--- src/rtl/hd_scoreboard_if.sv ---
// Bundles the stimulus-side inputs and verdict-side outputs of the Hamming chain scoreboard.
// The master side drives reference/DUT words and control pulses; the slave side is the checker.
interface hd_scoreboard_if #(
    parameter int K     = 8,
    parameter int CNT_W = 16
);
    logic             start;
    logic             eot;
    logic [K-1:0]     exp_data;
    logic             exp_vld;
    logic [K-1:0]     dut_data;
    logic             dut_vld;

    logic             busy;
    logic             done;
    logic             pass;
    logic [CNT_W-1:0] cmp_cnt;
    logic [CNT_W-1:0] mis_cnt;
    logic [CNT_W-1:0] vmis_cnt;
    logic [CNT_W-1:0] first_idx;
    logic [K-1:0]     first_exp;
    logic [K-1:0]     first_dut;

    modport master (
        output start, eot, exp_data, exp_vld, dut_data, dut_vld,
        input  busy, done, pass, cmp_cnt, mis_cnt, vmis_cnt,
               first_idx, first_exp, first_dut
    );

    modport slave (
        input  start, eot, exp_data, exp_vld, dut_data, dut_vld,
        output busy, done, pass, cmp_cnt, mis_cnt, vmis_cnt,
               first_idx, first_exp, first_dut
    );
endinterface

--- src/rtl/hd_scoreboard.sv ---
// Checker for the Hamming encode/decode chain: compares reference and decoded words each cycle,
// counts compares/mismatches/valid misalignments, captures the first bad word, gives a verdict.
module hd_scoreboard #(
    parameter int K     = 8,
    parameter int CNT_W = 16,
    parameter int DRAIN = 4
) (
    input  logic           clk,
    input  logic           rst,
    hd_scoreboard_if.slave sb
);
    typedef enum logic [1:0] {
        ST_IDLE,
        ST_RUN,
        ST_DRAIN,
        ST_DONE
    } state_t;

    localparam int               DW         = (DRAIN > 1) ? $clog2(DRAIN) : 1;
    localparam logic [CNT_W-1:0] CNT_MAX    = '1;
    localparam logic [DW-1:0]    DRAIN_LOAD = DW'(DRAIN - 1);

    state_t           state_q, state_d;
    logic [DW-1:0]    drain_q, drain_d;
    logic [CNT_W-1:0] cmp_q, cmp_d;
    logic [CNT_W-1:0] mis_q, mis_d;
    logic [CNT_W-1:0] vmis_q, vmis_d;
    logic [CNT_W-1:0] fidx_q, fidx_d;
    logic [K-1:0]     fexp_q, fexp_d;
    logic [K-1:0]     fdut_q, fdut_d;
    logic             busy_q, busy_d;
    logic             done_q, done_d;
    logic             pass_q, pass_d;

    // Result of checking this cycle's inputs; only committed while in RUN or DRAIN.
    logic [CNT_W-1:0] cmp_upd, mis_upd, vmis_upd, fidx_upd;
    logic [K-1:0]     fexp_upd, fdut_upd;

    always_comb begin
        cmp_upd  = cmp_q;
        mis_upd  = mis_q;
        vmis_upd = vmis_q;
        fidx_upd = fidx_q;
        fexp_upd = fexp_q;
        fdut_upd = fdut_q;
        if (sb.exp_vld && sb.dut_vld) begin
            if (cmp_q != CNT_MAX) begin
                cmp_upd = cmp_q + 1'b1;
            end
            if (sb.exp_data != sb.dut_data) begin
                // mis_q saturates instead of wrapping, so zero means no mismatch seen yet
                if (mis_q == '0) begin
                    fidx_upd = cmp_q;
                    fexp_upd = sb.exp_data;
                    fdut_upd = sb.dut_data;
                end
                if (mis_q != CNT_MAX) begin
                    mis_upd = mis_q + 1'b1;
                end
            end
        end else if (sb.exp_vld != sb.dut_vld) begin
            if (vmis_q != CNT_MAX) begin
                vmis_upd = vmis_q + 1'b1;
            end
        end
    end

    always_comb begin
        state_d = state_q;
        drain_d = drain_q;
        cmp_d   = cmp_q;
        mis_d   = mis_q;
        vmis_d  = vmis_q;
        fidx_d  = fidx_q;
        fexp_d  = fexp_q;
        fdut_d  = fdut_q;
        pass_d  = pass_q;
        if (sb.start) begin
            // start overrides everything, including a coincident eot
            state_d = ST_RUN;
            drain_d = '0;
            cmp_d   = '0;
            mis_d   = '0;
            vmis_d  = '0;
            fidx_d  = '0;
            fexp_d  = '0;
            fdut_d  = '0;
            pass_d  = 1'b0;
        end else begin
            unique case (state_q)
                ST_IDLE: begin
                    state_d = ST_IDLE;
                end
                ST_RUN: begin
                    cmp_d  = cmp_upd;
                    mis_d  = mis_upd;
                    vmis_d = vmis_upd;
                    fidx_d = fidx_upd;
                    fexp_d = fexp_upd;
                    fdut_d = fdut_upd;
                    if (sb.eot) begin
                        state_d = ST_DRAIN;
                        drain_d = DRAIN_LOAD;
                    end
                end
                ST_DRAIN: begin
                    cmp_d  = cmp_upd;
                    mis_d  = mis_upd;
                    vmis_d = vmis_upd;
                    fidx_d = fidx_upd;
                    fexp_d = fexp_upd;
                    fdut_d = fdut_upd;
                    if (drain_q == '0) begin
                        // verdict includes the last drain cycle's compare
                        state_d = ST_DONE;
                        pass_d  = (cmp_upd != '0) && (mis_upd == '0) && (vmis_upd == '0);
                    end else begin
                        drain_d = drain_q - 1'b1;
                    end
                end
                ST_DONE: begin
                    state_d = ST_DONE;
                end
                default: begin
                    state_d = ST_IDLE;
                end
            endcase
        end
        busy_d = (state_d == ST_RUN) || (state_d == ST_DRAIN);
        done_d = (state_d == ST_DONE);
    end

    always_ff @(posedge clk or negedge rst) begin
        if (!rst) begin
            state_q <= ST_IDLE;
            drain_q <= '0;
            cmp_q   <= '0;
            mis_q   <= '0;
            vmis_q  <= '0;
            fidx_q  <= '0;
            fexp_q  <= '0;
            fdut_q  <= '0;
            busy_q  <= 1'b0;
            done_q  <= 1'b0;
            pass_q  <= 1'b0;
        end else begin
            state_q <= state_d;
            drain_q <= drain_d;
            cmp_q   <= cmp_d;
            mis_q   <= mis_d;
            vmis_q  <= vmis_d;
            fidx_q  <= fidx_d;
            fexp_q  <= fexp_d;
            fdut_q  <= fdut_d;
            busy_q  <= busy_d;
            done_q  <= done_d;
            pass_q  <= pass_d;
        end
    end

    assign sb.busy      = busy_q;
    assign sb.done      = done_q;
    assign sb.pass      = pass_q;
    assign sb.cmp_cnt   = cmp_q;
    assign sb.mis_cnt   = mis_q;
    assign sb.vmis_cnt  = vmis_q;
    assign sb.first_idx = fidx_q;
    assign sb.first_exp = fexp_q;
    assign sb.first_dut = fdut_q;
endmodule

--- src/flat_wrapper.sv ---
// flat-port wrapper written by rule: the top's interface ports become plain ports
module hd_scoreboard_flat 
#(
    parameter int K     = 8,
    parameter int CNT_W = 16,
    parameter int DRAIN = 4
)
  (clk, rst, sb_start, sb_eot, sb_exp_data, sb_exp_vld, sb_dut_data, sb_dut_vld, sb_busy, sb_done, sb_pass, sb_cmp_cnt, sb_mis_cnt, sb_vmis_cnt, sb_first_idx, sb_first_exp, sb_first_dut);
  hd_scoreboard_if #(.K(K), .CNT_W(CNT_W)) sb_i ();
  input  logic clk;
  input  logic rst;
  input wire logic [$bits(sb_i.start)-1:0] sb_start;
  input wire logic [$bits(sb_i.eot)-1:0] sb_eot;
  input wire logic [$bits(sb_i.exp_data)-1:0] sb_exp_data;
  input wire logic [$bits(sb_i.exp_vld)-1:0] sb_exp_vld;
  input wire logic [$bits(sb_i.dut_data)-1:0] sb_dut_data;
  input wire logic [$bits(sb_i.dut_vld)-1:0] sb_dut_vld;
  output wire logic [$bits(sb_i.busy)-1:0] sb_busy;
  output wire logic [$bits(sb_i.done)-1:0] sb_done;
  output wire logic [$bits(sb_i.pass)-1:0] sb_pass;
  output wire logic [$bits(sb_i.cmp_cnt)-1:0] sb_cmp_cnt;
  output wire logic [$bits(sb_i.mis_cnt)-1:0] sb_mis_cnt;
  output wire logic [$bits(sb_i.vmis_cnt)-1:0] sb_vmis_cnt;
  output wire logic [$bits(sb_i.first_idx)-1:0] sb_first_idx;
  output wire logic [$bits(sb_i.first_exp)-1:0] sb_first_exp;
  output wire logic [$bits(sb_i.first_dut)-1:0] sb_first_dut;
  assign sb_i.start = sb_start;
  assign sb_i.eot = sb_eot;
  assign sb_i.exp_data = sb_exp_data;
  assign sb_i.exp_vld = sb_exp_vld;
  assign sb_i.dut_data = sb_dut_data;
  assign sb_i.dut_vld = sb_dut_vld;
  assign sb_busy = sb_i.busy;
  assign sb_done = sb_i.done;
  assign sb_pass = sb_i.pass;
  assign sb_cmp_cnt = sb_i.cmp_cnt;
  assign sb_mis_cnt = sb_i.mis_cnt;
  assign sb_vmis_cnt = sb_i.vmis_cnt;
  assign sb_first_idx = sb_i.first_idx;
  assign sb_first_exp = sb_i.first_exp;
  assign sb_first_dut = sb_i.first_dut;
  hd_scoreboard #(.K(K), .CNT_W(CNT_W), .DRAIN(DRAIN)) u_core (.clk(clk), .rst(rst), .sb(sb_i));
endmodule
--- config.mk ---
export PLATFORM = sky130hd
export DESIGN_NAME = hd_scoreboard_flat
export DESIGN_NICKNAME = d
export VERILOG_FILES = /design/src/rtl/hd_scoreboard_if.sv /design/src/rtl/hd_scoreboard.sv /design/src/flat_wrapper.sv
export SDC_FILE = /design/constraint.sdc
export NUM_CORES = 1
export LEC_CHECK = 0
export CORE_MARGIN = 4
export CORE_UTILIZATION = 50
export DETAILED_ROUTE_END_ITERATION = 10
export GPL_TIMING_DRIVEN = 0
export PLACE_DENSITY = 0.86
export SETUP_SLACK_MARGIN = 0.05
export SYNTH_ARGS = -nofsm -noshare
export SYNTH_HDL_FRONTEND = slang
export SYNTH_SLANG_ARGS = --single-unit
--- constraint.sdc ---
create_clock -name clk -period 6.21 [get_ports clk]
set_clock_uncertainty 0.1 [all_clocks]
set_input_delay 1.242 -clock clk [delete_from_list [all_inputs] [get_ports clk]]
set_output_delay 1.242 -clock clk [all_outputs]
set_load 0.02 [all_outputs]
==> flow_summary.html, run 1 <==
<table>
<tr><th>Metric</th><th>Value</th></tr>
<tr><th colspan="2">STA</th></tr>
<tr><td>Number of hold violations in the final report</td><td>0</td></tr>
<tr><td>Final worst-path cycle share</td><td>67.55%</td></tr>
<tr><td>Max Slew Vio Count</td><td>0</td></tr>
<tr><td>Sum of negative setup slack</td><td>0 ns</td></tr>
<tr><td>Slew HR</td><td>17.61%</td></tr>
<tr><td>Hold slack final</td><td>0.4224 ns</td></tr>
<tr><td>Highest clock frequency the design can meet</td><td>238.4 MHz</td></tr>
<tr><td>Worst Tran Pin Value</td><td>1.226 ns</td></tr>
<tr><td>Final setup violation count</td><td>0</td></tr>
<tr><td>Final Critical Period</td><td>4.195 ns</td></tr>
<tr><td>RSZ-0062 raised after global routing</td><td>false</td></tr>
<tr><td>Setup slack after layout</td><td>2.015 ns</td></tr>
<tr><th colspan="2">Synthesis</th></tr>
<tr><td>Top cell type by total area after synthesis</td><td>dfrtp_1</td></tr>
<tr><td>Top area cells in the synthesized netlist</td><td>dfrtp_1, nand2_1, nor2_1, a21oi_1, xor2_1</td></tr>
<tr><td>Post-synth top area share</td><td>40.83%</td></tr>
<tr><td>Most used standard cell by instance count after synthesis</td><td>nand2_1</td></tr>
<tr><td>Area of the mapped netlist</td><td>5333 µm²</td></tr>
<tr><td>Synth Warn #</td><td>0</td></tr>
<tr><td>Number of flops mapped to enable cells by yosys</td><td>0</td></tr>
<tr><td>Post-synthesis instance total</td><td>634</td></tr>
<tr><td>Post-synthesis async set-or-reset flop share</td><td>100.0%</td></tr>
<tr><td>Number of nets in the synthesized netlist</td><td>between 600 and 700</td></tr>
<tr><td>Distinct cell type count of the synthesized netlist</td><td>approximately 60</td></tr>
<tr><td>Post-synthesis sequential element count</td><td>just under 90</td></tr>
<tr><td>Per-instance average area after synthesis</td><td>8.411 µm²</td></tr>
<tr><td>Sequential cell area fraction in the yosys report</td><td>40.83%</td></tr>
<tr><td>Top post-synthesis cells by count</td><td>nand2_1, dfrtp_1, nor2_1</td></tr>
<tr><td>Main flop type after synthesis</td><td>dfrtp_1</td></tr>
<tr><th colspan="2">Placement</th></tr>
<tr><td>Dpl cell area</td><td>6551 µm²</td></tr>
<tr><td>Input/output buffers</td><td>103</td></tr>
<tr><td>Worst Setup Slack post-DPL</td><td>approximately 1.6 ns</td></tr>
<tr><td>Hpwl dp</td><td>~11000 µm</td></tr>
<tr><td>Final weighted congestion in routability-driven placement</td><td>a little over 0.9</td></tr>
<tr><td># placed instances</td><td>a little under 900</td></tr>
<tr><th colspan="2">GRT</th></tr>
<tr><td>Met3 usage</td><td>6.987%</td></tr>
<tr><td>First-pass GRT wire length</td><td>25590 µm</td></tr>
<tr><td>Initial antenna violation count</td><td>0</td></tr>
<tr><td>Met1 layer usage reported by global route</td><td>31.41%</td></tr>
<tr><td>Met2 Track Usage GR</td><td>41.78%</td></tr>
<tr><td>Most utilized layer in the global route result</td><td>met2</td></tr>
<tr><td>Pin count of the biggest net entering global routing</td><td>45</td></tr>
<tr><td>Via count of the first global-routing pass</td><td>between 5000 and 6000</td></tr>
<tr><td>GRT Resource Usage Total</td><td>about 25%</td></tr>
<tr><td>Total congestion overflow</td><td>0</td></tr>
<tr><th colspan="2">Floorplanning</th></tr>
<tr><td>Count of boundary I/O pins</td><td>105</td></tr>
<tr><td>Initial core utilization</td><td>51.42%</td></tr>
<tr><td>Width of the die</td><td>111.3 µm</td></tr>
<tr><td>Placeable core area</td><td>10370 µm²</td></tr>
<tr><td>Rows</td><td>37</td></tr>
<tr><td>Die area</td><td>12380 µm²</td></tr>
<tr><td>Die boundary height</td><td>111.3 µm</td></tr>
<tr><th colspan="2">Power and ir drop</th></tr>
<tr><td>Net Sw Frac</td><td>a little under a third</td></tr>
<tr><td>Sequential Power Share</td><td>roughly half</td></tr>
<tr><td>Logic pwr share</td><td>19.5%</td></tr>
<tr><td>Leakage power</td><td>2.605 nW</td></tr>
<tr><td>Clock group share of total power</td><td>between 30% and 40%</td></tr>
<tr><td>Power density over the cells</td><td>178.0 nW/µm²</td></tr>
<tr><td>Tot Pwr</td><td>1.196 mW</td></tr>
<tr><td>Net switching power of the design</td><td>~0.38 mW</td></tr>
<tr><td>Internal power summed over all cells</td><td>between 0.8 and 0.9 mW</td></tr>
<tr><td>Largest vdd supply drop</td><td>0.1235 mV</td></tr>
<tr><th colspan="2">Routing</th></tr>
<tr><td>Wirelength per Cell</td><td>17.31 µm</td></tr>
<tr><td>Final WL</td><td>15400 µm</td></tr>
<tr><td>Number of iterations in the first detailed-routing pass</td><td>5</td></tr>
<tr><td>Number of design-rule violations left by the first detailed-router iteration</td><td>401</td></tr>
<tr><td>Mean number of vias per cell</td><td>5.910</td></tr>
<tr><td>Remaining number of nets flagged by the antenna check after routing</td><td>0</td></tr>
<tr><td>Post-detailed-route DRC marker count</td><td>0</td></tr>
<tr><td>Routed via count</td><td>5260</td></tr>
<tr><th colspan="2">Worst setup path</th></tr>
<tr><td>Critical Path Start Type</td><td>primary input</td></tr>
<tr><td>Crit path buffers/inverters</td><td>2</td></tr>
<tr><td>Crit path kind</td><td>primary input to register</td></tr>
<tr><td>Slowest cell on the critical path</td><td>nor3_1</td></tr>
<tr><td>Worst EP required</td><td>6.33 ns</td></tr>
<tr><td>Sequence of cells on the critical path</td><td>clkdlybuf4s50_1 &gt; ha_1 &gt; clkbuf_1 &gt; o21ai_1 &gt; nor3_1 &gt; nand4_1 &gt; xor2_1 &gt; nor2_1</td></tr>
<tr><td>Max Fanout on Critical Path</td><td>10</td></tr>
<tr><td>Largest incremental delay on the critical path</td><td>around 1.1 ns</td></tr>
<tr><td>Kind of cell with the highest combined delay on the critical path</td><td>simple AND/OR/NAND/NOR gates</td></tr>
<tr><td>Worst setup EP type</td><td>register</td></tr>
<tr><td>Data arrival, critical path</td><td>4.31 ns</td></tr>
<tr><th colspan="2">Cells and area</th></tr>
<tr><td>Filler-free cell count of the finished design</td><td>890</td></tr>
<tr><td>Final cell utilization of the core</td><td>64.78%</td></tr>
<tr><td>Finished Cell Area</td><td>6718 µm²</td></tr>
<tr><td>Nets@finish</td><td>782</td></tr>
<tr><td>Number of diodes</td><td>0</td></tr>
<tr><td>Layout overhead on the synthesized area</td><td>25.97%</td></tr>
<tr><td>Share of final-layout standard cells stronger than drive strength 1</td><td>4.111%</td></tr>
<tr><td>Number of fillers in the final layout</td><td>approximately 920</td></tr>
<tr><th colspan="2">CTS</th></tr>
<tr><td>Largest buffer count on any clock path</td><td>2</td></tr>
<tr><td>Master cell of the clock root buffer</td><td>clkbuf_8</td></tr>
<tr><td>Clock slew at the register clock pins of the worst setup and hold paths</td><td>0.08 ns</td></tr>
<tr><td>Number of post-CTS setup repair buffers</td><td>0</td></tr>
<tr><td>CTS resizes</td><td>0</td></tr>
<tr><td>TritonCTS clock tree</td><td>built</td></tr>
<tr><td>Inserted Clock Buffers</td><td>9</td></tr>
<tr><td>CTS H-tree depth</td><td>3</td></tr>
<tr><td>Clock latency reported for the late side of the worst-skew pair</td><td>approximately 0.35 ns</td></tr>
<tr><td>Hold-fix buffers at CTS</td><td>0</td></tr>
<tr><td>Number of clock sinks</td><td>87</td></tr>
<tr><th colspan="2">Hold path</th></tr>
<tr><td>Type of the most critical hold path</td><td>register to register</td></tr>
<tr><th colspan="2">Run status</th></tr>
<tr><td>Result of the run</td><td>complete, no violations</td></tr>
<tr><th colspan="2">Job</th></tr>
<tr><td>Count of maximum capacitance violations</td><td>0</td></tr>
</table>
state kept, by name (all words and copies together) (netlist names), 2 cells and up:
name,flops
u_core.sb.first_idx,16
u_core.sb.first_exp,8
u_core.state_q,2
u_core.sb.cmp_cnt,16
u_core.sb.mis_cnt,16
u_core.drain_q,2
u_core.sb.vmis_cnt,16
u_core.sb.first_dut,8
metal layers:
| metal | vias up | part of all wire [%] |
|---|---|---|
| met5 | - | 0 |
| met4 | 0 | 1.9 |
| met3 | 35 | 9.2 |
| met2 | 243 | 49 |
| met1 | 2514 | 40 |
| li1 | 2468 | - |
final timing paths:
| kind | from | endpoint | cells past startpoint | slack, ns |
|---|---|---|---|---|
| max in group asynchronous | rst | u_core.sb.mis_cnt[7]$_DFFE_PN0N_ | 2 | 4.60 |
| min reg2reg | u_core.sb.first_exp[3]$_DFFE_PN0P_ | u_core.sb.first_exp[3]$_DFFE_PN0P_ | 2 | 0.42 |
| min in group asynchronous | rst | u_core.sb.vmis_cnt[7]$_DFFE_PN0N_ | 1 | 0.76 |
| min | u_core.sb.first_exp[3]$_DFFE_PN0P_ | u_core.sb.first_exp[3]$_DFFE_PN0P_ | 2 | 0.42 |
| max reg2reg | u_core.sb.vmis_cnt[0]$_DFFE_PN0N_ | u_core.sb.pass$_DFFE_PN0P_ | 8 | 2.70 |
| max | sb_dut_vld | u_core.sb.mis_cnt[4]$_DFFE_PN0N_ | 8 | 2.02 |
kinds of logic after synthesis:
group / Yosys count / synth area share [%]
XOR/XNOR: 50 / 8.212
adder cells (fa/ha/maj): 11 / 2.581
buffers and inverters: 57 / 4.481
flip-flops: 87 / 40.83
AND/OR/NAND/NOR: 312 / 29.40
AO/OA/AOI/OAI: 108 / 12.81
multiplexers: 9 / 1.689
cells in the final DEF (no fill, tap or decap), drive strengths merged, types with 4 or more instances in the layout:
cell | Yosys | routed
ha | 11 | 11
nor2 | 71 | 71
xor2 | 26 | 26
nand2 | 98 | 98
or4 | 6 | 6
and3 | 9 | 9
dfrtp | 87 | 87
clkdlybuf4s50 | 0 | 102
a21oi | 50 | 50
and4 | 4 | 4
o31ai | 6 | 6
buf | 3 | 5
nor2b | 4 | 4
nand3 | 29 | 29
nor3 | 21 | 21
nand2b | 4 | 4
nand3b | 4 | 4
o21ai | 13 | 13
inv | 14 | 15
mux2i | 9 | 9
or3 | 8 | 8
nor4 | 21 | 21
nand4 | 25 | 25
a211oi | 5 | 5
xnor2 | 24 | 24
clkbuf | 40 | 52
tightest hold or removal path, delay by kind of cell, from the launching register on:
family	cells	cell delay (ns)
flip-flops	1	0.38
AND/OR/NAND/NOR	1	0.06
AO/OA/AOI/OAI	1	0.05
power by group through the flow:
stage	logic, mW	clock network (mW)	registers (mW)
after floorplan	0.115	0	0.628
after global placement	0.221	0	0.613
after detailed placement	0.230	0	0.615
after CTS	0.232	0.365	0.604
after global routing	0.253	0.390	0.608
final	0.233	0.359	0.604
area by class of cell:
cell class / instances / area [µm²] / share of cell area, %
multi-input cells: 490 / 2917 / 43.42
flip-flops and latches: 87 / 2177 / 32.41
repair buffers: 104 / 1049 / 15.61
plain buffers: 43 / 186.4 / 2.775
well taps: 136 / 170.2 / 2.533
clock buffers: 12 / 135.1 / 2.012
inverters: 14 / 52.55 / 0.7823
clock inverters: 4 / 31.28 / 0.4656
No activity file was read; power rests on OpenSTA's default activity.
==> run 2, diff against run 1 <==
Settings changed: CORE_UTILIZATION 50 to 47, PLACE_DENSITY 0.86 to 0.85.
Clock period 6.21 ns to 3.8 ns, I/O delays scaled along.
==> run 2 against run 1 <==
Compared with the run above:
- register-to-register slack worse by 2.4 ns
- first-iteration DRC count is 22% higher
- design area is 2.8% higher
- critical path type unchanged
- largest power group is now the clock network
==> flow_summary.html, run 2 (synthesis gave the netlist of run 1 again) <==
<table>
<tr><th>Metric</th><th>Value</th></tr>
<tr><th colspan="2">Run status</th></tr>
<tr><td>Result of the run</td><td>complete, no violations</td></tr>
<tr><th colspan="2">GRT</th></tr>
<tr><td>Initial antenna violation count</td><td>0</td></tr>
<tr><td>Via count of the first global-routing pass</td><td>5144</td></tr>
<tr><td>First-pass GRT wire length</td><td>about 26000 µm</td></tr>
<tr><td>Pin count of the biggest net entering global routing</td><td>48</td></tr>
<tr><td>Total congestion overflow</td><td>0</td></tr>
<tr><td>GRT Resource Usage Total</td><td>24.58%</td></tr>
<tr><th colspan="2">CTS</th></tr>
<tr><td>Clock latency reported for the late side of the worst-skew pair</td><td>0.35 ns</td></tr>
<tr><td>Largest buffer count on any clock path</td><td>2</td></tr>
<tr><td>Number of clock sinks</td><td>87</td></tr>
<tr><td>Clock slew at the register clock pins of the worst setup and hold paths</td><td>approximately 0.070 ns</td></tr>
<tr><td>CTS H-tree depth</td><td>3</td></tr>
<tr><td>TritonCTS clock tree</td><td>built</td></tr>
<tr><td>Hold-fix buffers at CTS</td><td>0</td></tr>
<tr><td>Master cell of the clock root buffer</td><td>clkbuf_16</td></tr>
<tr><td>Inserted Clock Buffers</td><td>9</td></tr>
<tr><td>CTS resizes</td><td>0</td></tr>
<tr><td>Number of post-CTS setup repair buffers</td><td>0</td></tr>
<tr><th colspan="2">STA</th></tr>
<tr><td>Highest clock frequency the design can meet</td><td>between 200 and 300 MHz</td></tr>
<tr><td>Worst Tran Pin Value</td><td>~1 ns</td></tr>
<tr><td>Final Critical Period</td><td>3.621 ns</td></tr>
<tr><td>Max Slew Vio Count</td><td>0</td></tr>
<tr><td>Hold slack final</td><td>around 0.29 ns</td></tr>
<tr><td>Number of hold violations in the final report</td><td>0</td></tr>
<tr><td>Final setup violation count</td><td>0</td></tr>
<tr><td>Slew HR</td><td>33.77%</td></tr>
<tr><td>Setup slack after layout</td><td>~0.18 ns</td></tr>
<tr><td>RSZ-0062 raised after global routing</td><td>true</td></tr>
<tr><td>Final worst-path cycle share</td><td>~95%</td></tr>
<tr><th colspan="2">Worst setup path</th></tr>
<tr><td>Max Fanout on Critical Path</td><td>7</td></tr>
<tr><td>Slowest cell on the critical path</td><td>or4_4</td></tr>
<tr><td>Largest incremental delay on the critical path</td><td>roughly 0.53 ns</td></tr>
<tr><td>Worst setup EP type</td><td>register</td></tr>
<tr><td>Critical Path Start Type</td><td>primary input</td></tr>
<tr><td>Crit path kind</td><td>primary input to register</td></tr>
<tr><td>Worst EP required</td><td>3.96 ns</td></tr>
<tr><td>Sequence of cells on the critical path</td><td>clkdlybuf4s50_1 &gt; ha_1 &gt; nand3b_1 &gt; nor4_4 &gt; nand3_2 &gt; or3b_1 &gt; a221o_1 &gt; or4_4 &gt; o31ai_2</td></tr>
<tr><td>Data arrival, critical path</td><td>3.78 ns</td></tr>
<tr><td>Setup slack on the worst flop-to-flop path</td><td>between 0.2 and 0.3 ns</td></tr>
<tr><th colspan="2">Power and ir drop</th></tr>
<tr><td>Leakage power</td><td>2.691 nW</td></tr>
<tr><td>Clock group share of total power</td><td>a little over two fifths</td></tr>
<tr><td>Net Sw Frac</td><td>28.20%</td></tr>
<tr><td>Power density over the cells</td><td>342.2 nW/µm²</td></tr>
<tr><td>Net switching power of the design</td><td>0.6666 mW</td></tr>
<tr><td>Internal power summed over all cells</td><td>about 1.7 mW</td></tr>
<tr><td>Largest vdd supply drop</td><td>0.2474 mV</td></tr>
<tr><td>Sequential Power Share</td><td>41.8%</td></tr>
<tr><td>Logic pwr share</td><td>about 16%</td></tr>
<tr><td>Tot Pwr</td><td>2.364 mW</td></tr>
<tr><th colspan="2">Cells and area</th></tr>
<tr><td>Share of final-layout standard cells stronger than drive strength 1</td><td>4.775%</td></tr>
<tr><td>Number of diodes</td><td>0</td></tr>
<tr><td>Nets@finish</td><td>roughly 800</td></tr>
<tr><td>Layout overhead on the synthesized area</td><td>29.52%</td></tr>
<tr><td>Area occupied by registers</td><td>2177 µm²</td></tr>
<tr><td>Most common library cell in the layout ignoring fill and taps</td><td>clkdlybuf4s50_1</td></tr>
<tr><td>Number of fillers in the final layout</td><td>938</td></tr>
<tr><td>Area of the multi-input gates</td><td>between 2000 and 3000 µm²</td></tr>
<tr><td>Leading cell types in the layout, fill and taps excluded</td><td>clkdlybuf4s50_1, nand2_1, dfrtp_1</td></tr>
<tr><td>Final cell utilization of the core</td><td>62.88%</td></tr>
<tr><th colspan="2">Routing</th></tr>
<tr><td>Mean number of vias per cell</td><td>5.964</td></tr>
<tr><td>Number of iterations in the first detailed-routing pass</td><td>6</td></tr>
<tr><td>Remaining number of nets flagged by the antenna check after routing</td><td>0</td></tr>
<tr><td>Routed via count</td><td>5332</td></tr>
<tr><td>Final WL</td><td>around 16000 µm</td></tr>
<tr><td>Post-detailed-route DRC marker count</td><td>0</td></tr>
<tr><td>Number of design-rule violations left by the first detailed-router iteration</td><td>490</td></tr>
<tr><td>Wirelength per Cell</td><td>17.54 µm</td></tr>
<tr><th colspan="2">Placement</th></tr>
<tr><td>Final weighted congestion in routability-driven placement</td><td>0.9080</td></tr>
<tr><td>Input/output buffers</td><td>103</td></tr>
<tr><td>Worst Setup Slack post-DPL</td><td>-0.2585 ns</td></tr>
<tr><td>Hpwl dp</td><td>approximately 11000 µm</td></tr>
<tr><th colspan="2">Floorplanning</th></tr>
<tr><td>Die area</td><td>13110 µm²</td></tr>
<tr><td>Rows</td><td>38</td></tr>
<tr><td>Width of the die</td><td>114.5 µm</td></tr>
<tr><td>Placeable core area</td><td>10980 µm²</td></tr>
<tr><td>Die boundary height</td><td>roughly 110 µm</td></tr>
<tr><td>Initial core utilization</td><td>48.55%</td></tr>
<tr><td>Count of boundary I/O pins</td><td>105</td></tr>
<tr><th colspan="2">Hold path</th></tr>
<tr><td>Type of the most critical hold path</td><td>primary input to async pin</td></tr>
<tr><th colspan="2">Job</th></tr>
<tr><td>Count of maximum capacitance violations</td><td>0</td></tr>
</table>
[run 2: worst paths after layout]
path                                                 endpoint                                from  depth (start not counted)
setup / recovery                   u_core.sb.pass$_DFFE_PN0P_                          sb_dut_vld                          9
hold / removal             u_core.sb.first_exp[4]$_DFFE_PN0P_                                 rst                          1
setup reg to reg                   u_core.sb.pass$_DFFE_PN0P_    u_core.sb.mis_cnt[1]$_DFFE_PN0N_                          8
hold reg to reg            u_core.sb.first_exp[0]$_DFFE_PN0P_  u_core.sb.first_exp[0]$_DFFE_PN0P_                          2
max in group asynchronous    u_core.sb.mis_cnt[5]$_DFFE_PN0N_                                 rst                          2
min in group clk           u_core.sb.first_exp[0]$_DFFE_PN0P_  u_core.sb.first_exp[0]$_DFFE_PN0P_                          2
[run 2: power by group through the flow]
stage	Clock [mW]	Combinational [mW]	Sequential (mW)
after global placement	0	0.363	1.00
after CTS	1.01	0.382	0.987
after global routing	1.05	0.418	0.992
final	0.990	0.385	0.989
after detailed placement	0	0.379	1.00
after floorplan	0	0.187	1.03
[run 2: worst max-delay path, delay by kind of cell]
family / cells / cell delay, ns
fa+ha+maj: 1 / 0.27
compound gates: 2 / 0.56
simple gates: 5 / 1.77
buf+inv: 1 / 0.41
[run 2: layer usage]
| layer | GRT usage [%] | vias to the layer above | wire (µm) | part of all wire (%) |
|---|---|---|---|---|
| li1 | - | 2484 | - | - |
| met1 | 31.66 | 2604 | 6553 | 42 |
| met2 | 40.63 | 211 | 7769 | 50 |
| met3 | 5.338 | 33 | 1015 | 6.5 |
| met4 | 8.868 | 0 | 340 | 2.2 |
| met5 | 0 | - | 0 | 0 |
[run 2: per-stage QoR]
stage	setup TNS (ns)	area [µm²]	std cells
floorplan	0	5333	634
global placement	-107.52	6539	877
detailed placement	-2.292	6564	878
CTS	0	6895	894
global route	0	6907	894
finish	0	6907	894
[run 2: layout make-up]
cell class / instances / share of cell area [%]
multi-input cells: 490 / 42.39
flip-flops and latches: 87 / 31.52
repair buffers: 104 / 15.29
clock buffers: 10 / 3.460
plain buffers: 43 / 2.699
well taps: 140 / 2.536
clock inverters: 6 / 1.341
inverters: 14 / 0.7609
==> RTL edit 1 (config.mk and constraints of run 1) <==
`DRAIN` is set to 4 in 2 places; all go to 2.
--- a/src/rtl/hd_scoreboard.sv
+++ b/src/rtl/hd_scoreboard.sv
@@ -3,7 +3,7 @@
 module hd_scoreboard #(
     parameter int K     = 8,
     parameter int CNT_W = 16,
-    parameter int DRAIN = 4
+    parameter int DRAIN = 2
 ) (
     input  logic           clk,
     input  logic           rst,
--- a/src/flat_wrapper.sv
+++ b/src/flat_wrapper.sv
@@ -3,7 +3,7 @@
 #(
     parameter int K     = 8,
     parameter int CNT_W = 16,
-    parameter int DRAIN = 4
+    parameter int DRAIN = 2
 )
   (clk, rst, sb_start, sb_eot, sb_exp_data, sb_exp_vld, sb_dut_data, sb_dut_vld, sb_busy, sb_done, sb_pass, sb_cmp_cnt, sb_mis_cnt, sb_vmis_cnt, sb_first_idx, sb_first_exp, sb_first_dut);
   hd_scoreboard_if #(.K(K), .CNT_W(CNT_W)) sb_i ();
Check against the original RTL: not equivalent (a bounded check fails within 10 cycles, from zero or initial values and one cycle with rst low).
==> RTL edit 1 against run 1 <==
  * Wire length down 9.8%
  * Register-to-register slack better by 0.71 ns
  * Core utilization up 1.6 points
  * Area after synthesis down 5.1%
  * Worst hold slack worse by 0.0028 ns
  * Synthesized cell count down 6.5%
  * Critical path depth up 1
  * Sequential power down 3%
  * Count of clock-buffer cells in the layout down 1
  * Worst setup slack better by 0.55 ns
  * Design area down 3.0%
  * Sequential cell count down 1
  * Total power up 2.0%
==> RTL edit 1: results (changes against run 1) <==
Status
  – Status: complete, no violations

Floorplan
  – Die width: 109 um (-2.4%)

Synth
  – Library cells used by synthesis: 58 (-4.9%)
  – Post-synthesis sequential area ratio: 42.5% (+1.7 points)
  – Post-synthesis mux area share: 3.24% (+1.6 points)
  – Share of the synthesized area in the top cell type: 42.5% (+1.7 points)
  – Register bit total from synthesis: 86 (-1.1%)
  – Synth top cells by count: 110 x nand2_1, 86 x dfrtp_1, 66 x nor2_1
  – Synthesized net count: 625 (-6.3%)
  – Compound-cell area share of the yosys netlist: 10.8% (-2.0 points)

Global routing
  – Largest net degree at the start of global routing: 66 (+47%)
  – Met1 usage: 32.4% (+0.96 points)
  – M3 GR Usage: 3.34% (-3.6 points)
  – All-Layer GR Usage: 24.0% (-0.79 points)
  – Vias in the first global route: 4615 (-11%)

Timing
  – Normalized max-slew margin: 55.8% (+38 points)

Finish
  – Non-clk buf share: 18.6% (+0.17 points)
  – Register area: 2150 sq um (-1.1%)
  – Non-clock buffers: 140 (-4.8%)
  – Footprint of the multi-input gates: 2720 sq um (-6.8%)
  – Fin nets: 741 (-5.2%)

Worst setup path
  – Critical Path Slowest Stage Cell: a21boi_1
  – RR Startpoint: u_core.sb.mis_cnt[1]
  – Worst path top cell family by delay: buffers and inverters

Place
  – RD Place Congestion: 0.939 (+3.4%)
  – Placed Area: 6290 sq um (-4.0%)
  – Port bufs: 104 (+0.97%)

Route
  – Initial detailed-routing violation count: 319 (-20%)
  – Routed vias: 4814 (-8.5%)

Power
  – Max IR drop VDD: 0.122 mV (-1.2%)
## RTL edit 1: how the worst max path moves through the flow
stage,cells past startpoint,startpoint,end,slack (ns)
global placement,1,rst,u_core.sb.mis_cnt[7],0.79
detailed placement,9,sb_exp_vld,u_core.sb.cmp_cnt[11],2.23
finish,9,sb_dut_vld,u_core.sb.cmp_cnt[11],2.57
CTS,9,sb_dut_vld,u_core.sb.cmp_cnt[11],2.61
floorplan,9,sb_dut_vld,u_core.sb.pass,3.10
global route,9,sb_dut_vld,u_core.sb.cmp_cnt[11],2.37
## RTL edit 1: worst register-to-register path: stages (launching register included)
cell and delay [ns]:
dfrtp_1 0.49, ha_1 0.32, nand4_4 0.19, nor4_4 0.54, nor2_2 0.08, or3_4 0.36
a2111oi_4 0.35, nand4_1 0.17, o21ai_1 0.15
## RTL edit 1: kinds of logic (layout without fill, tap and decap cells)
kind of cell             count (synthesis)  count (layout)
AO/OA/AOI/OAI                           87              87
XOR/XNOR                                44              44
adder cells (fa/ha/maj)                 10              10
buffers and inverters                   47             168
flip-flops                              86              86
multiplexers                            16              16
AND/OR/NAND/NOR                        303             303
## RTL edit 1: metrics by stage
step                      utilization [%]  hold WS [ns]  power, uW  instances  setup WS (ns)
after global placement               63.8         0.406        778        830          0.786
after global routing                 66.3         0.440       1270        847           2.37
after CTS                            66.3         0.423       1230        847           2.61
after detailed placement             64.1         0.412        786        831           2.23
after floorplan                         -         0.441        697        593           3.10
final                                66.3         0.420       1220        847           2.57
## RTL edit 1: where the power goes
group | total (uW) | switching (uW) | internal, uW
Sequential | 587 | 13.6 | 574
Combinational | 186 | 116 | 70.9
Clock | 446 | 208 | 239
Total | 1220 | 337 | 883
==> RTL edit 2 (config.mk and constraints of run 1) <==
Without the edit above. Make the reset (`rst`) synchronous in one clocked block.
--- a/src/rtl/hd_scoreboard.sv
+++ b/src/rtl/hd_scoreboard.sv
@@ -130,7 +130,7 @@
         done_d = (state_d == ST_DONE);
     end
 
-    always_ff @(posedge clk or negedge rst) begin
+    always_ff @(posedge clk) begin
         if (!rst) begin
             state_q <= ST_IDLE;
             drain_q <= '0;
Behaviour: differs if rst is asserted again (counterexample within 4 cycles, from zero or initial values and one cycle with rst low); with rst held inactive, the same outputs for 4 cycles.
==> RTL edit 2 against run 1 <==
  * Area after synthesis down 9.9%
  * Design area down 7.4%
  * First-iteration DRC count down 27%
  * Sequential cell count unchanged
  * Synthesized cell count down 9.3%
  * Worst setup slack better by 0.20 ns
  * Register-to-register slack better by 0.18 ns
  * Critical path depth unchanged
  * Fmax up 5.0%
  * Highest routed layer unchanged
  * Wire length down 14%
Power is not compared: it rests on default switching activity, and its combinational part moved more than twofold at a synthesized area within 25%.
==> RTL edit 2: results (changes against run 1) <==
Status
  – Status: complete, no violations

Power
  – LEAKAGE: 0.00208 uW
  – Max IR drop VDD: between 0.1 and 0.15 mV

Clocking
  – Total CTS buffers: 9 (unchanged)
  – Setup Fix Bufs, Post-CTS: 0 (unchanged)
  – H-Tree Depth: 3 (unchanged)
  – Clock Tree Buf Depth: 2 (unchanged)
  – Clock slew at reported path FFs: around 0.09 ns
  – Root Buffer: clkbuf_8
  – Post-cts resize count: 0 (unchanged)
  – Worst-Skew Late Latency: 0.37 ns (+0.02 ns)

Route
  – Initial DRT Pass Iterations: 5 (unchanged)
  – Routed Antenna Nets: 0 (unchanged)
  – Routed Wire Length: 13.2 mm (-14%)
  – Routed vias: 4683 (-11%)
  – Initial detailed-routing violation count: 294 (-27%)

Finish
  – Fin cells: 824 (-7.4%)
  – Fillers: 772 (-16%)
  – Layout cells sized above 1: 7.34% (+3.2 points)
  – # diodes: 0 (unchanged)
  – Fin nets: 723 (-7.5%)

Flow run
  – Max Cap Viol: 0 (unchanged)

Synth
  – Synth top cells by count: 97 x nor2_1, 87 x dfxtp_1, 45 x mux2i_1
  – Ys async rst share: 0% (-100 points)
  – Synthesized net count: 608 (-8.8%)
  – Top cells by area, synth: dfxtp_1 36%, mux2i_1 9.4%, nor2_1 7.6%, xnor2_1 6.0%, xor2_1 3.1%
  – Library cells used by synthesis: 58 (-4.9%)
  – Total number of yosys warnings: 0 (unchanged)
  – Mapped Avg Cell Area: 8.36 sq um (-0.63%)
  – Post-synthesis sequential area ratio: 36.2% (-4.6 points)

Worst setup path
  – Worst reg2reg path depth: 9 (+1)
  – Reg2reg setup slack: 2.88 ns (+0.18 ns)
  – CP Max Fanout: 10 (unchanged)
  – Worst EP arrival: 4.13 ns (-0.18 ns)

Global routing
  – GRT overflow: 0 (unchanged)
  – First-pass GRT wire length: 21.7 mm (-15%)
  – Vias in the first global route: 4504 (-13%)
  – All-Layer GR Usage: 23.5% (-1.4 points)
  – Largest net degree at the start of global routing: 17 (-62%)
  – Antenna violations before repair: 0 (unchanged)

Timing
  – Worst slew pin tran: 0.973 ns (-0.253 ns)

Place
  – Inst Count DP: 808 (-7.6%)
  – RD Place Congestion: 0.921 (+1.4%)
  – Port bufs: 104 (+0.97%)
  – Post-DP HPWL: 9.91 mm (-13%)

Min path
  – Hold Path Class: flip-flop to flip-flop
  – Hold path cells: 2 (unchanged)
-- RTL edit 2: cell types whose count changed in the layout (fill, tap and decap cells not counted), sizes merged, moves of 9 or more --
cell	delta
xor2	-9
clkbuf	-17
dfrtp	-87
xnor2	+9
dfxtp	+87
nor2	+27
nand2	-60
nor4	-13
a21oi	-32
mux2i	+36
buf	+10
-- RTL edit 2: logic make-up after synthesis --
| family | synth area share [%] |
|---|---|
| adders and majority gates | 2.86 |
| AOI/OAI and AO/OA | 9.87 |
| muxes | 9.61 |
| DFF | 36.2 |
| xor gates and xnor gates | 9.11 |
| and+or+nand+nor | 27.4 |
| buffers and inverters | 4.95 |
-- RTL edit 2: area by class of cell --
type | count | share of cell area, %
sequential | 87 | 28.0
inverter | 12 | 0.724
multi-input combinational | 436 | 45.4
clock inverter | 6 | 1.23
tap | 129 | 2.59
clock buffer | 10 | 2.21
timing repair buffer | 104 | 16.7
buffer | 40 | 3.10
-- RTL edit 2: worst paths after layout --
kind                           from                      to
setup / recovery         sb_dut_vld  u_core.sb.first_dut[6]
hold / removal       u_core.sb.pass          u_core.sb.pass
setup reg to reg  u_core.state_q[0]  u_core.sb.first_dut[6]
hold reg to reg      u_core.sb.pass          u_core.sb.pass
-- RTL edit 2: report_power, final --
group	internal (uW)	switching, uW	total, uW
Sequential	560	2.11	562
Combinational	35.0	45.0	80.0
Clock	203	225	428
Total	799	272	1070
-- RTL edit 2: per-layer routing --
metal	share of wire, %	track usage [%]	up-vias
met1	42	28.6	2219
met3	8.1	6.01	30
met2	47	39.8	196
met4	2.5	8.60	0
li1	-	-	2238
met5	0	0	-
-- RTL edit 2: worst max-delay path, stage by stage --
cell,delay [ns]
clkdlybuf4s50_1,0.47
ha_1,0.33
o21ai_1,0.23
clkbuf_1,0.27
nor4_2,0.83
buf_2,0.44
mux2i_1,0.25
nor2_1,0.06
-- RTL edit 2: per-stage QoR --
step	setup WS [ns]	cell area (sq um)	hold WS [ns]	util, %	power (uW)
2_1_floorplan	3.12	4810	0.340	-	620
5_1_grt	2.09	6220	0.410	67.0	1110
6_report	2.21	6220	0.386	67.0	1070
4_1_cts	2.23	6220	0.383	67.0	1070
3_5_place_dp	1.85	6010	0.371	64.7	654
3_3_place_gp	1.85	6010	0.351	64.7	652
